$ cat config.mk
export PLATFORM = sky130hd
export DESIGN_NAME = input_conditioner
export DESIGN_NICKNAME = d
export VERILOG_FILES = /design/src/rtl/input_conditioner_pkg.sv /design/src/rtl/input_conditioner_debounce_channel.sv /design/src/rtl/input_conditioner.sv
export SDC_FILE = /design/constraint.sdc
export NUM_CORES = 1
export LEC_CHECK = 0
export ABC_AREA = 0
export CORE_MARGIN = 2
export CORE_UTILIZATION = 45
export CTS_BUF_LIST = sky130_fd_sc_hd__clkbuf_16
export DETAILED_ROUTE_END_ITERATION = 10
export HOLD_SLACK_MARGIN = 0.05
export REMOVE_ABC_BUFFERS = 1
export SYNTH_ARGS = -nofsm -noshare
export SYNTH_HDL_FRONTEND = slang
export SYNTH_SLANG_ARGS = --single-unit
$ cat constraint.sdc
create_clock -name clk -period 2.15 [get_ports clk]
set_clock_uncertainty 0.2 [all_clocks]
set_input_delay 0.43 -clock clk [delete_from_list [all_inputs] [get_ports clk]]
set_output_delay 0.43 -clock clk [all_outputs]
set_load 0.02 [all_outputs]
$ cat src/rtl/input_conditioner_pkg.sv
// ---------------------------------------------------------------------------
// input_conditioner_pkg
// Shared constants and helpers for the input conditioner.
//   - clog2_min1 : counter-width helper that never returns 0
//   - DEFAULT_SAMPLE_CNT_MAX : ~0.5 ms tick on the 125 MHz board clock
//   - DEFAULT_PULSE_CNT_MAX  : ~100 ms debounce window at that tick rate
// ---------------------------------------------------------------------------
package input_conditioner_pkg;

    localparam int DEFAULT_SAMPLE_CNT_MAX = 62500;
    localparam int DEFAULT_PULSE_CNT_MAX  = 200;

    // $clog2 returns 0 for a value of 1; a counter still needs one bit.
    function automatic int clog2_min1(input int value);
        int w;
        w = $clog2(value);
        return (w < 1) ? 1 : w;
    endfunction

endpackage

$ cat src/rtl/input_conditioner_debounce_channel.sv
// ---------------------------------------------------------------------------
// debounce_channel
// One debounce channel: a saturating pulse counter plus the debounced level
// register and registered edge pulses.
// Ports:
//   clk      : system clock
//   rst      : synchronous active-high reset
//   tick     : shared sample tick, one cycle wide
//   sync_bit : synchronized input bit
//   level    : debounced level
//   rise     : one-cycle pulse in the first cycle level reads 1
//   fall     : one-cycle pulse in the first cycle level reads 0
// ---------------------------------------------------------------------------
module debounce_channel
    import input_conditioner_pkg::*;
#(
    parameter int PULSE_CNT_MAX = DEFAULT_PULSE_CNT_MAX
) (
    input  logic clk,
    input  logic rst,
    input  logic tick,
    input  logic sync_bit,
    output logic level,
    output logic rise,
    output logic fall
);

    localparam int CW = clog2_min1(PULSE_CNT_MAX + 1);

    logic [CW-1:0] r_cnt;
    logic          r_level;
    logic          r_rise;
    logic          r_fall;
    logic          w_flip;

    // Flip on the tick that completes PULSE_CNT_MAX consecutive disagreements.
    assign w_flip = tick && (sync_bit != r_level) && (r_cnt == CW'(PULSE_CNT_MAX - 1));

    always_ff @(posedge clk) begin
        if (rst) begin
            r_cnt   <= '0;
            r_level <= 1'b0;
            r_rise  <= 1'b0;
            r_fall  <= 1'b0;
        end else begin
            // Edge pulses are registered alongside the level so they line up
            // with the first cycle of the new level.
            r_rise <= w_flip && !r_level;
            r_fall <= w_flip &&  r_level;
            if (tick) begin
                if (sync_bit == r_level) begin
                    r_cnt <= '0;
                end else if (w_flip) begin
                    r_level <= ~r_level;
                    r_cnt   <= '0;
                end else begin
                    r_cnt <= r_cnt + CW'(1);
                end
            end
        end
    end

    assign level = r_level;
    assign rise  = r_rise;
    assign fall  = r_fall;

endmodule

$ cat src/rtl/input_conditioner.sv
// ---------------------------------------------------------------------------
// input_conditioner
// Synchronizes WIDTH asynchronous inputs through SYNC_STAGES flops, then
// debounces each with a shared sample tick and per-channel counters.
// Ports:
//   clk       : system clock
//   rst       : synchronous active-high reset
//   async_in  : raw asynchronous inputs [WIDTH]
//   level_out : debounced levels [WIDTH]
//   rise_out  : one-cycle rising-edge pulses [WIDTH]
//   fall_out  : one-cycle falling-edge pulses [WIDTH]
// ---------------------------------------------------------------------------
module input_conditioner
    import input_conditioner_pkg::*;
#(
    parameter int WIDTH          = 1,
    parameter int SYNC_STAGES    = 2,
    parameter int SAMPLE_CNT_MAX = DEFAULT_SAMPLE_CNT_MAX,
    parameter int PULSE_CNT_MAX  = DEFAULT_PULSE_CNT_MAX
) (
    input  logic             clk,
    input  logic             rst,
    input  logic [WIDTH-1:0] async_in,
    output logic [WIDTH-1:0] level_out,
    output logic [WIDTH-1:0] rise_out,
    output logic [WIDTH-1:0] fall_out
);

    localparam int SCW = clog2_min1(SAMPLE_CNT_MAX);

    // Stage 0 captures async_in; stage SYNC_STAGES-1 feeds the debouncers.
    logic [SYNC_STAGES-1:0][WIDTH-1:0] r_sync;
    logic [WIDTH-1:0]                  w_sync;
    logic [SCW-1:0]                    r_sample_cnt;
    logic                              w_tick;

    always_ff @(posedge clk) begin
        if (rst) begin
            r_sync <= '0;
        end else begin
            r_sync <= {r_sync[SYNC_STAGES-2:0], async_in};
        end
    end

    assign w_sync = r_sync[SYNC_STAGES-1];

    // With SAMPLE_CNT_MAX = 1 the counter sits at 0 and tick is constant high.
    assign w_tick = (r_sample_cnt == SCW'(SAMPLE_CNT_MAX - 1));

    always_ff @(posedge clk) begin
        if (rst) begin
            r_sample_cnt <= '0;
        end else if (w_tick) begin
            r_sample_cnt <= '0;
        end else begin
            r_sample_cnt <= r_sample_cnt + SCW'(1);
        end
    end

    for (genvar g = 0; g < WIDTH; g++) begin : g_chan
        debounce_channel #(
            .PULSE_CNT_MAX(PULSE_CNT_MAX)
        ) u_chan (
            .clk     (clk),
            .rst     (rst),
            .tick    (w_tick),
            .sync_bit(w_sync[g]),
            .level   (level_out[g]),
            .rise    (rise_out[g]),
            .fall    (fall_out[g])
        );
    end

endmodule

After elaboration in Yosys (flattened, before gate mapping) --
Index checks and enable logic that the tools add are counted.
Operators by class: add/subtract/negate cells 2, equal/unequal tests 4, muxes and demuxes 2, bitwise logic cells 2, reductions and logical operators 7
Operators with widths (count):
- $add A16 B1 Y16 const B | 1
- $eq A16 B16 Y1 const B | 1
- $mux W8 | 2
- $add A8 B1 Y8 const B | 1
- $eq A8 B8 Y1 const B | 1
- $logic_and A1 B1 Y1 | 4
- $reduce_and A3 Y1 | 1
- $not A1 Y1 | 2
- $reduce_or A2 Y1 | 1
- $eq A1 B1 Y1 | 1
- $logic_not A1 Y1 | 1
- $ne A1 B1 Y1 | 1
Storage, ports and cells: bits in registers 29, bits of input ports 3, output and inout bits 3, logic and storage cells 24

Longest topological paths before layout --
Gate-level depths: netlist (run 1).
word-level depth 5, gate-level depth with buffers 6, mapped depth without buffers 5

Cells and area by module --
Synthesis (run 1) repeated with hierarchy kept, for this count alone.
Second synthesis, totals: cells, all modules 144, area, all modules 1325.0 µm²
By module, submodules not included:
- input_conditioner | instances 1, cells each 85, area each 788.3 µm², sequential area each 360.3 µm²
- debounce_channel | instances 1, cells each 59, area each 536.8 µm², sequential area each 220.2 µm²

Worst setup path before layout (run 1) --
Ideal clock, no wire load.
path type flip-flop to flip-flop, from register r_sample_cnt[0], to register g_chan[0].u_chan.r_cnt[0], setup time 0.070 ns, arrival time 1.793 ns, required time 1.880 ns, slack 0.087 ns, stages on the path, launching flop included 6, path buffers 0, period minus slack after synthesis 2.063 ns, cells stage by stage dfxtp_1 ha_1 nor4bb_1 nand4_1 or4_1 a21oi_1
On the way: cells in the longest elaborated chain, start to end 5
RTL lines:
- start: declaration | line input_conditioner.sv:34 | logic [SCW-1:0] r_sample_cnt;
- start signal: assignment | line input_conditioner.sv:56 | r_sample_cnt <= r_sample_cnt + SCW'(1);
- $eq A16 B16 Y1 (*) | line input_conditioner.sv:48 | assign w_tick = (r_sample_cnt == SCW'(SAMPLE_CNT_MAX - 1));
- $logic_and A1 B1 Y1 (2 in series) | line input_conditioner_debounce_channel.sv:37 | assign w_flip = tick && (sync_bit != r_level) && (r_cnt == CW'(PULSE_CNT_MAX - 1));
- $mux W8 | line input_conditioner_debounce_channel.sv:53 | end else if (w_flip) begin
- $mux W8 | line input_conditioner_debounce_channel.sv:51 | if (sync_bit == r_level) begin
- end signal: assignment | line input_conditioner_debounce_channel.sv:57 | r_cnt <= r_cnt + CW'(1);
- end: declaration | line input_conditioner_debounce_channel.sv:30 | logic [CW-1:0] r_cnt;
Mark *: on every way between the ends. The rest lies on a longest branch, timed or not. A chain may end at the register's enable or synchronous reset.

Worst setup path after layout (run 1) --
from register r_sample_cnt[11], to register g_chan[0].u_chan.r_cnt[0]
Same word-level chain as after synthesis.

==> impl_metrics.toml, run 1 <==
[status]
status = "finished clean"

[final_layout]
instances_no_fill = 198
area_growth_pct = 23.2
drive_gt1_frac = 0.108
fin_nets = 171
antennaDiodeCount = 0

[timing]
max_freq_ghz = 0.500
relSlewSlack = 0.688
slew_violations = 0
min_period_over_period = 0.930
tns_ns = 0
fin_crit_ns = 2.00
hold_violations = 0
rsz0062_at_grt = "no"
setup_viol = 0
tightest_slew_ns = 0.461

[logic_synthesis]
synthAdderAreaFrac = 0.0192
synth_compound_area_frac = 0.0875
ys_ff_latch = 29
synth-xor-area-share = 0.0942
synth_top_area_share = 0.446
synth_top_cell_by_area = "dfxtp_1"
synthTopCellsByArea = "dfxtp_1, xnor2_1, nor2_1, nand3_1, nand2_1"
synth_seq_area_share = 0.446
synth-edff-count = 0
syn-cell-area_mm2 = 0.00130
synth.distinct_cells = 32
synthMuxAreaShare = 0.0154
async_reset_ff_frac = 0
yosys.area_share.simple = 0.308
netlist_instances = 149
synth.avg_cell_area_um2 = 8.73
synth-warning-count = 0
synth-main-ff-cell = "dfxtp_1"
synth_top_family_by_area = "simple AND/OR/NAND/NOR gates"

[min_path]
min_to = "w_sync$_SDFF_PP0_"
min_from = "r_sync[0]$_SDFF_PP0_"
hold_path_depth = 1
hold_path.class = "reg -> reg"

[pwr]
leakagePower_nw = 0.517
power-per-cell-area_mw_per_mm2 = 763
max-vdd-ir-drop_mv = 0.660

[global_routing]
grt_max_degree = 16
grt_pass1_wl_mm = 4.82
antenna_found_initial = 0
grt_overflow = 0
grt_pass1_vias = 1110
track_usage = 0.197

[setup_path]
cp_max_fo = 6
r2r_cells = 4
slowest_delay_ns = 0.53
r2r_start = "r_sample_cnt[11]$_SDFF_PP0_"
rrSetupSlack_ns = 0.15
arrival_ns = 2.01
cp.required_ns = 2.16
cp-end-kind = "flip-flop"
path_buf_inv = 0
path_cells = "nor4b_1 -> nand4_1 -> or4_1 -> a21oi_1"
startpoint_type = "flip-flop"
slowest_stage = "or4_1"
crit_family = "simple AND/OR/NAND/NOR gates"
critical_path_class = "reg -> reg"
r2r-end = "g_chan[0].u_chan.r_cnt[0]$_SDFFE_PP0N_"

[clocking]
clkLatencyLatePin_ns = 0.27
clock-sinks = 29
cts-buffers-inserted = 5
cts_hold_buf = 0
cts_tree = "done"
postCtsSetupRepairBufs = 0
cts-root-buf = "clkbuf_16"
cts.clk_slew.worst_paths_ns = 0.05
cts_buffer_depth = 2
htree_levels = 2

[route]
drt_wl_total_mm = 2.65
dr.pass1.iters = 6
num_vias = 1111
wire_per_inst_um = 13.4
ant_nets = 0
drcViolationCount = 0
drtIter0Drc = 28
vias_per_cell = 5.61

[job]
cap_viol_max_count = 0

[floorplan]
die_w_um = 57.8
core_area_mm2 = 0.00276
dieHeight_um = 57.8
row_count = 19
ios = 6
die_area_mm2 = 0.00334
start_util = 0.472

[place]
port_buffers = 5
hpwl_mm = 1.85
place.gp.congestion = 0.847
dp.cells = 190
cell usage after synthesis, types with 3 or more instances:
cell type and instances:
nand2_1 12, nand4_1 7, nor4_1 5, nor3_1 6, nor2_1 16, a21oi_1 4, xnor2_1 12, inv_1 6
dfxtp_1 29, a31oi_1 4, clkbuf_1 3, or4_1 4, nand3_1 10, o21ai_0 3
worst max-delay path by stage:
stage,startpoint,to,slack [ns],cells after the start
after floorplan,r_sample_cnt[0]$_SDFF_PP0_,g_chan[0].u_chan.r_cnt[0]$_SDFFE_PP0N_,0.09,5
after global placement,r_sample_cnt[0]$_SDFF_PP0_,g_chan[0].u_chan.r_cnt[0]$_SDFFE_PP0N_,0.13,5
after detailed placement,r_sample_cnt[0]$_SDFF_PP0_,g_chan[0].u_chan.r_cnt[0]$_SDFFE_PP0N_,0.05,5
after CTS,r_sample_cnt[0]$_SDFF_PP0_,g_chan[0].u_chan.r_cnt[0]$_SDFFE_PP0N_,0.03,5
after global routing,r_sample_cnt[0]$_SDFF_PP0_,g_chan[0].u_chan.r_cnt[0]$_SDFFE_PP0N_,0.02,5
final,r_sample_cnt[11]$_SDFF_PP0_,g_chan[0].u_chan.r_cnt[0]$_SDFFE_PP0N_,0.15,4
registers in the layout, summed over array words and instances, names as in the netlist:
register / flops
g_chan.u_chan.r_cnt: 8
g_chan.u_chan.rise: 1
r_sync: 1
g_chan.u_chan.fall: 1
r_sample_cnt: 16
g_chan.u_chan.level: 1
w_sync: 1
worst reg2reg max path: stages (launching register included):
cell and delay (ns):
dfxtp_1 0.37, nor4b_1 0.49, nand4_1 0.20, or4_1 0.53, a21oi_1 0.15
stage by stage:
| stage | utilization | hold slack (ns) | power (W) | setup WS, ns | area (µm²) |
|---|---|---|---|---|---|
| finish | 0.581 | 0.239 | 0.00122 | 0.152 | 1600 |
| detailed placement | 0.523 | 0.228 | 0.000596 | 0.0507 | 1440 |
| floorplan | - | 0.214 | 0.000579 | 0.0871 | 1280 |
| CTS | 0.572 | 0.243 | 0.00124 | 0.0307 | 1580 |
| global route | 0.581 | 0.249 | 0.00127 | 0.0153 | 1600 |
| global placement | 0.523 | 0.224 | 0.000595 | 0.132 | 1440 |
report_power, final:
group	switching, W	internal [W]
logic	0.0000181	0.0000176
clock network	0.000223	0.000413
registers	0.00000611	0.000546
cells by family (layout without fill, tap and decap cells):
kind of cell,count (synthesis),in the layout
adder cells (fa/ha/maj),2,2
flip-flops,29,29
multiplexers,2,2
AND/OR/NAND/NOR,74,74
XOR/XNOR,14,14
buffers and inverters,10,28
AO/OA/AOI/OAI,18,18
repair_timing:
| action | CTS | global route |
|---|---|---|
| endpoints found under the setup margin | 0 | 17 |
| gates resized for setup | 0 | 4 |
| hold endpoints to repair | 0 | 0 |
metal layers:
metal / wire length [µm] / track usage
met1: 1140 / 0.205
met2: 1310 / 0.331
met3: 130 / 0.0558
met4: 63 / 0.153
met5: 0 / 0
cell usage in the layout, fill, tap and decap left out:
cell             count
nor2_1              16
o211ai_1             1
a21oi_1              4
nand2b_1             2
xnor2_1             12
and2_1               1
nand3_4              1
or4_4                1
clkbuf_16            5
o21ai_0              3
nand3_1             10
nor4b_1              1
or4_1                3
nand4_1              7
a32o_1               1
o31ai_1              2
clkdlybuf4s50_1      5
nor3_1               6
nor4_1               5
a41oi_1              1
dfxtp_1             29
and4_1               1
nand2_1             12
and3_1               2
ha_1                 2
xor2_1               2
inv_1                9
nor2b_1              2
a31oi_1              4
nor4bb_4             1
o22ai_1              2
mux2i_1              2
or3_1                2
buf_4                9
nor4b_2              1
layout make-up:
| cell class | count | area (µm²) |
|---|---|---|
| Inverter | 6 | 22.5 |
| Multi-Input combinational cell | 110 | 707 |
| Sequential cell | 29 | 581 |
| Clock buffer | 5 | 125 |
| Tap cell | 31 | 38.8 |
| Timing Repair Buffer | 14 | 118 |
| Fill cell | 261 | 1150 |
| Clock inverter | 3 | 11.3 |
Note: power is estimated with default switching activity, not from simulation.
==> run 2, diff against run 1 <==
Settings changed: CTS_CLUSTER_SIZE set to 28.
==> results of run 2 <==
Final layout, timing and power as in run 1 (identical DEF).
==> RTL change 1 (config.mk and constraints of run 1) <==
Register the input `async_in` before use, without a reset. The logic sees it one clock later.
--- a/src/rtl/input_conditioner.sv
+++ b/src/rtl/input_conditioner.sv
@@ -30,2 +30,8 @@
 
+    logic [WIDTH-1:0] async_q;
+
+    always_ff @(posedge clk) begin
+        async_q <= async_in;
+    end
+
     // Stage 0 captures async_in; stage SYNC_STAGES-1 feeds the debouncers.
@@ -40,3 +46,3 @@
         end else begin
-            r_sync <= {r_sync[SYNC_STAGES-2:0], async_in};
+            r_sync <= {r_sync[SYNC_STAGES-2:0], async_q};
         end
Behaviour: no difference found for any inputs over 10 cycles, from zero or initial values and one cycle with rst high; that may be too few to reach the edited logic, so the function may still have changed.
==> RTL change 1 against run 1 <==
  * Power is 2.0% higher
  * Setup slack got worse by 0.0047 ns
  * Design area rose by 0.23%
  * Area after synthesis up 1.5%
  * Sequential cell count grew 1
  * Count of clock-buffer cells in the layout is the same
  * Largest cell class unchanged
  * Fmax down 0.23%
  * Routed wire length barely moved
==> RTL change 1: results (changes against run 1) <==
- Final wirelength: 2650 microns (about the same)
- DRT iter0 DRCs: 29 (+3.6%)
- Root buf cell: clkbuf_16
- Area post-placement: 1460 sq um (+1.4%)
- Layout Nets: 172 (+0.58%)
- Sw Ratio: 20.1% (-0.079 points)
- Syn avg cell area: 8.81 sq um (+0.86%)
- Largest registers: r_sample_cnt: 16 flops, g_chan.u_chan.r_cnt: 8 flops
- GRT Util Overall: 18.9% (-0.78 points)
- Placed Cells: 191 (+0.53%)
- Post-CTS setup buffers: 0 (unchanged)
- Clock-pin slew on the worst setup and hold paths: 0.05 ns (about the same)
- Num CTS Buffers: 5 (unchanged)
- Commonest cells post-synth: dfxtp_1 (30), nor2_1 (16), nand2_1 (12), xnor2_1 (12), nand3_1 (10)
- Grt total ovfl: 0 (unchanged)
- Dpl ws: 0.0812 ns (+0.0305 ns)
- Routed WL per cell: 13.4 microns (about the same)
- Placed wire-length estimate: 1900 microns (+2.8%)
- # diodes: 0 (unchanged)
- H-tree levels: 2 (unchanged)
- P_leak: 0.515 nW (-0.40%)
- Drt via density: 5.74 (+2.3%)
- Post-synth ARST share: 0% (unchanged)
- Post-Synth XOR/XNOR Area: 9.28% (-0.14 points)
- WP data arrival: 2.01 ns (about the same)
- Cell family with most CP delay: simple AND/OR/NAND/NOR gates
- Top post-synthesis cells by area: dfxtp_1 (45%), xnor2_1 (8.0%), nor2_1 (4.5%)
- Yosys warns: 0 (unchanged)
- Pre-Repair DR Iteration Count: 4 (-2)
- Peak supply drop: 1.00 mV (+52%)
- Largest net degree at the start of global routing: 16 (unchanged)
- Synth Area in Adders: 1.89% (-0.029 points)
- Vias in the first global route: 1,060 (-4.5%)
- Mux contribution to synthesized area: 1.52% (-0.023 points)
- Crit-path max FO: 4 (-2)
- Initial antenna violation count: 0 (unchanged)
- Clock Tree Buf Depth: 2 (unchanged)
- Share of synthesized area occupied by flip-flops and latches: 45.5% (+0.84 points)
- Hold Path Class: flip-flop to flip-flop
- Synth cell types: 32 (unchanged)
- Outcome: finished clean
- Top FF cell, synth: dfxtp_1
- EDFF count, synth: 0 (unchanged)
- # resized after CTS: 0 (unchanged)
- Share of layout cells above drive strength 1: 11.4% (+0.60 points)
- Critical Path Max Stage Delay: 0.52 ns
- Synth Area in Compound Gates: 8.62% (-0.13 points)
- Clock latency on the worst-skew pair: 0.27 ns (about the same)
- Global-route wire length before repair: 4800 microns (-0.29%)
- Slew @ Worst Pin: 0.466 ns (+0.00528 ns)
- Slowest stage cell, crit path: or4_1
- Placer Congestion: 0.759 (-10%)
- Port bufs: 5 (unchanged)
- Post-route ant nets: 0 (unchanged)
RTL change 1: cell count changes after synthesis:
cell            run 1  this run
dfxtp_1            29        30
RTL change 1: path summary, 6_finish.rpt:
check	startpoint	to	slack, ns	cells past startpoint
setup reg to reg	r_sample_cnt[0]	g_chan[0].u_chan.r_cnt[0]	0.15	5
hold / removal	r_sync[0]	w_sync	0.24	1
setup / recovery	r_sample_cnt[0]	g_chan[0].u_chan.r_cnt[0]	0.15	5
hold reg to reg	r_sync[0]	w_sync	0.24	1
RTL change 1: worst register-to-register path: cells and delay by family, from the launching register on:
kind	cells	cell delay, ns
AO/OA/AOI/OAI	1	0.14
flip-flops	1	0.37
adder cells (fa/ha/maj)	1	0.18
AND/OR/NAND/NOR	3	1.04
RTL change 1: power by group through the flow:
stage	logic [mW]	registers [mW]	clock network (mW)
floorplan	0.0181	0.581	0
global placement	0.0338	0.581	0
detailed placement	0.0344	0.582	0
CTS	0.0344	0.571	0.658
global route	0.0382	0.571	0.683
finish	0.0342	0.571	0.643
RTL change 1: area by class of cell:
class	count	area [sq um]
multi-input combinational	110	692
tap	31	38.8
clock inverter	2	10.0
sequential	30	601
timing repair buffer	14	118
clock buffer	5	125
inverter	6	22.5
fill	266	1170
RTL change 1: layer usage:
| metal | wire length, microns | vias up | share of wire, % | global-route usage [%] |
|---|---|---|---|---|
| met1 | 1360 | 536 | 52 | 25.8 |
| met3 | 108 | 4 | 4.1 | 6.03 |
| met2 | 1130 | 19 | 43 | 26.5 |
| met5 | 0 | - | 0 | 0 |
| li1 | - | 577 | - | - |
| met4 | 42 | 0 | 1.6 | 9.97 |
==> RTL change 2 (settings of run 1) <==
Without the edit above. Set the package constant `DEFAULT_PULSE_CNT_MAX` to 400 (it was 200).
--- a/src/rtl/input_conditioner_pkg.sv
+++ b/src/rtl/input_conditioner_pkg.sv
@@ -10,3 +10,3 @@
     localparam int DEFAULT_SAMPLE_CNT_MAX = 62500;
-    localparam int DEFAULT_PULSE_CNT_MAX  = 200;
+    localparam int DEFAULT_PULSE_CNT_MAX  = 400;
 
Formal check against the unedited RTL: no difference found for any inputs over 10 cycles, from zero or initial values and one cycle with rst high; that may be too few to reach the edited logic, so the function may still have changed.
==> RTL change 2 against run 1 <==
  * Via count up 7.2%
  * Global-route usage fell by 1.1 points
  * Sequential power rose by 3%
  * Routed wire length rose by 4.9%
  * Largest cell class unchanged
  * Area after synthesis rose by 8.2%
  * Combinational power is 5% lower
  * Power rose by 23%
  * Setup slack better by 0.074 ns
  * Design area up 6.1%
  * Cell count is 4.0% higher
  * Sequential share of layout area shrank 0.90 points
  * First-iteration DRC count increased by 93%
  * Sequential cell count is 1 higher
==> RTL change 2: results (changes against run 1) <==
- H-tree levels: 2 (unchanged)
- Clock latency on the worst-skew pair: between 0.2 and 0.3 ns
- Cell family with most CP delay: simple AND/OR/NAND/NOR gates
- Global-route wire length before repair: 4960 microns (+3.0%)
- Hold Path Class: flip-flop to flip-flop
- Pre-Repair DR Iteration Count: 4 (-2)
- Peak supply drop: 0.480 mV (-27%)
- Layout Nets: 177 (+3.5%)
- Min-Delay Startpoint: r_sample_cnt[0]
- Post-synth ARST share: 0% (unchanged)
- Placer Congestion: 0.797 (-6.0%)
- Top post-synthesis cells by area: dfxtp_1 (43%), a21oi_1 (5.0%), nand3_1 (4.3%)
- # diodes: 0 (unchanged)
- Yosys warns: 0 (unchanged)
- Port bufs: 5 (unchanged)
- GRT Util Overall: 18.6% (-1.1 points)
- Synth cell types: 38 (+19%)
- Vias in the first global route: 1,099 (-0.99%)
- Largest net degree at the start of global routing: 16 (unchanged)
- P_leak: 0.570 nW (+10%)
- Slowest stage cell, crit path: or3b_1
- Setup CP Type: flip-flop to flip-flop
- Slew @ Worst Pin: 0.379 ns (-0.0818 ns)
- Crit-path max FO: 6 (unchanged)
- Drt via density: 5.78 (+3.0%)
- Num CTS Buffers: 5 (unchanged)
- Critical Path Max Stage Delay: 0.38 ns (-0.15 ns)
- # resized after CTS: 0 (unchanged)
- Outcome: finished clean
- Routed WL per cell: 13.5 microns (+0.83%)
- WP data arrival: 1.93 ns (-0.08 ns)
- Root buf cell: clkbuf_16
- Placed wire-length estimate: 1860 microns (+0.96%)
- Area post-placement: 1500 sq um (+4.3%)
- RR Startpoint: r_sample_cnt[0]
- Initial antenna violation count: 0 (unchanged)
- Commonest cells post-synth: dfxtp_1 (30), nand2_1 (16), a21oi_1 (14)
- Clock Tree Buf Depth: 2 (unchanged)
- Share of layout cells above drive strength 1: 11.0% (+0.20 points)
- Share of synthesized area occupied by flip-flops and latches: 42.7% (-1.9 points)
- Post-CTS setup buffers: 0 (unchanged)
- DRT iter0 DRCs: 54 (+93%)
- Clock-pin slew on the worst setup and hold paths: 0.05 ns (about the same)
- Largest registers: r_sample_cnt: 16 flops, g_chan.u_chan.r_cnt: 9 flops
==> RTL change 2: layout make-up <==
class                      count  area [sq um]
fill                         281          1300
timing repair buffer           9          80.1
clock inverter                 3          63.8
clock buffer                   5           125
multi-input combinational    123           778
inverter                       3          11.3
tap                           33          41.3
sequential                    30           601
==> RTL change 2: kinds of logic (layout without fill, tap and decap cells) <==
logic type,after synthesis,in the layout,share of synthesized area (%)
AOI/OAI and AO/OA,30,30,12.7
xor gates and xnor gates,9,9,5.60
adders and majority gates,2,2,1.78
buffers and inverters,8,20,2.67
DFF,30,30,42.7
and+or+nand+nor,82,82,34.6
==> RTL change 2: layer usage <==
metal,up-vias,global-route usage [%],routed length [microns]
met3,4,6.49,140
met5,-,0,0
met4,0,5.71,21
li1,617,-,-
met1,547,25.1,1350
met2,23,27.6,1260
==> RTL change 2: per-stage QoR <==
step | setup WS, ns | cells
final | 0.226 | 206
after floorplan | 0.138 | 156
after global placement | 0.255 | 198
after global routing | 0.0860 | 206
after detailed placement | 0.163 | 198
after CTS | 0.113 | 206
==> RTL change 2: power breakdown <==
group	total, mW	leakage (nW)	internal, mW	switching (mW)
clock network	0.904	0.0915	0.659	0.245
logic	0.0339	0.236	0.0142	0.0198
registers	0.569	0.243	0.563	0.00537
total	1.51	0.570	1.24	0.270
==> RTL change 2: final timing paths <==
kind / to / slack (ns) / cells past startpoint
hold reg to reg: r_sample_cnt[0] / 0.25 / 1
hold / removal: r_sample_cnt[0] / 0.25 / 1
setup / recovery: r_sample_cnt[14] / 0.23 / 5
setup reg to reg: r_sample_cnt[14] / 0.23 / 5
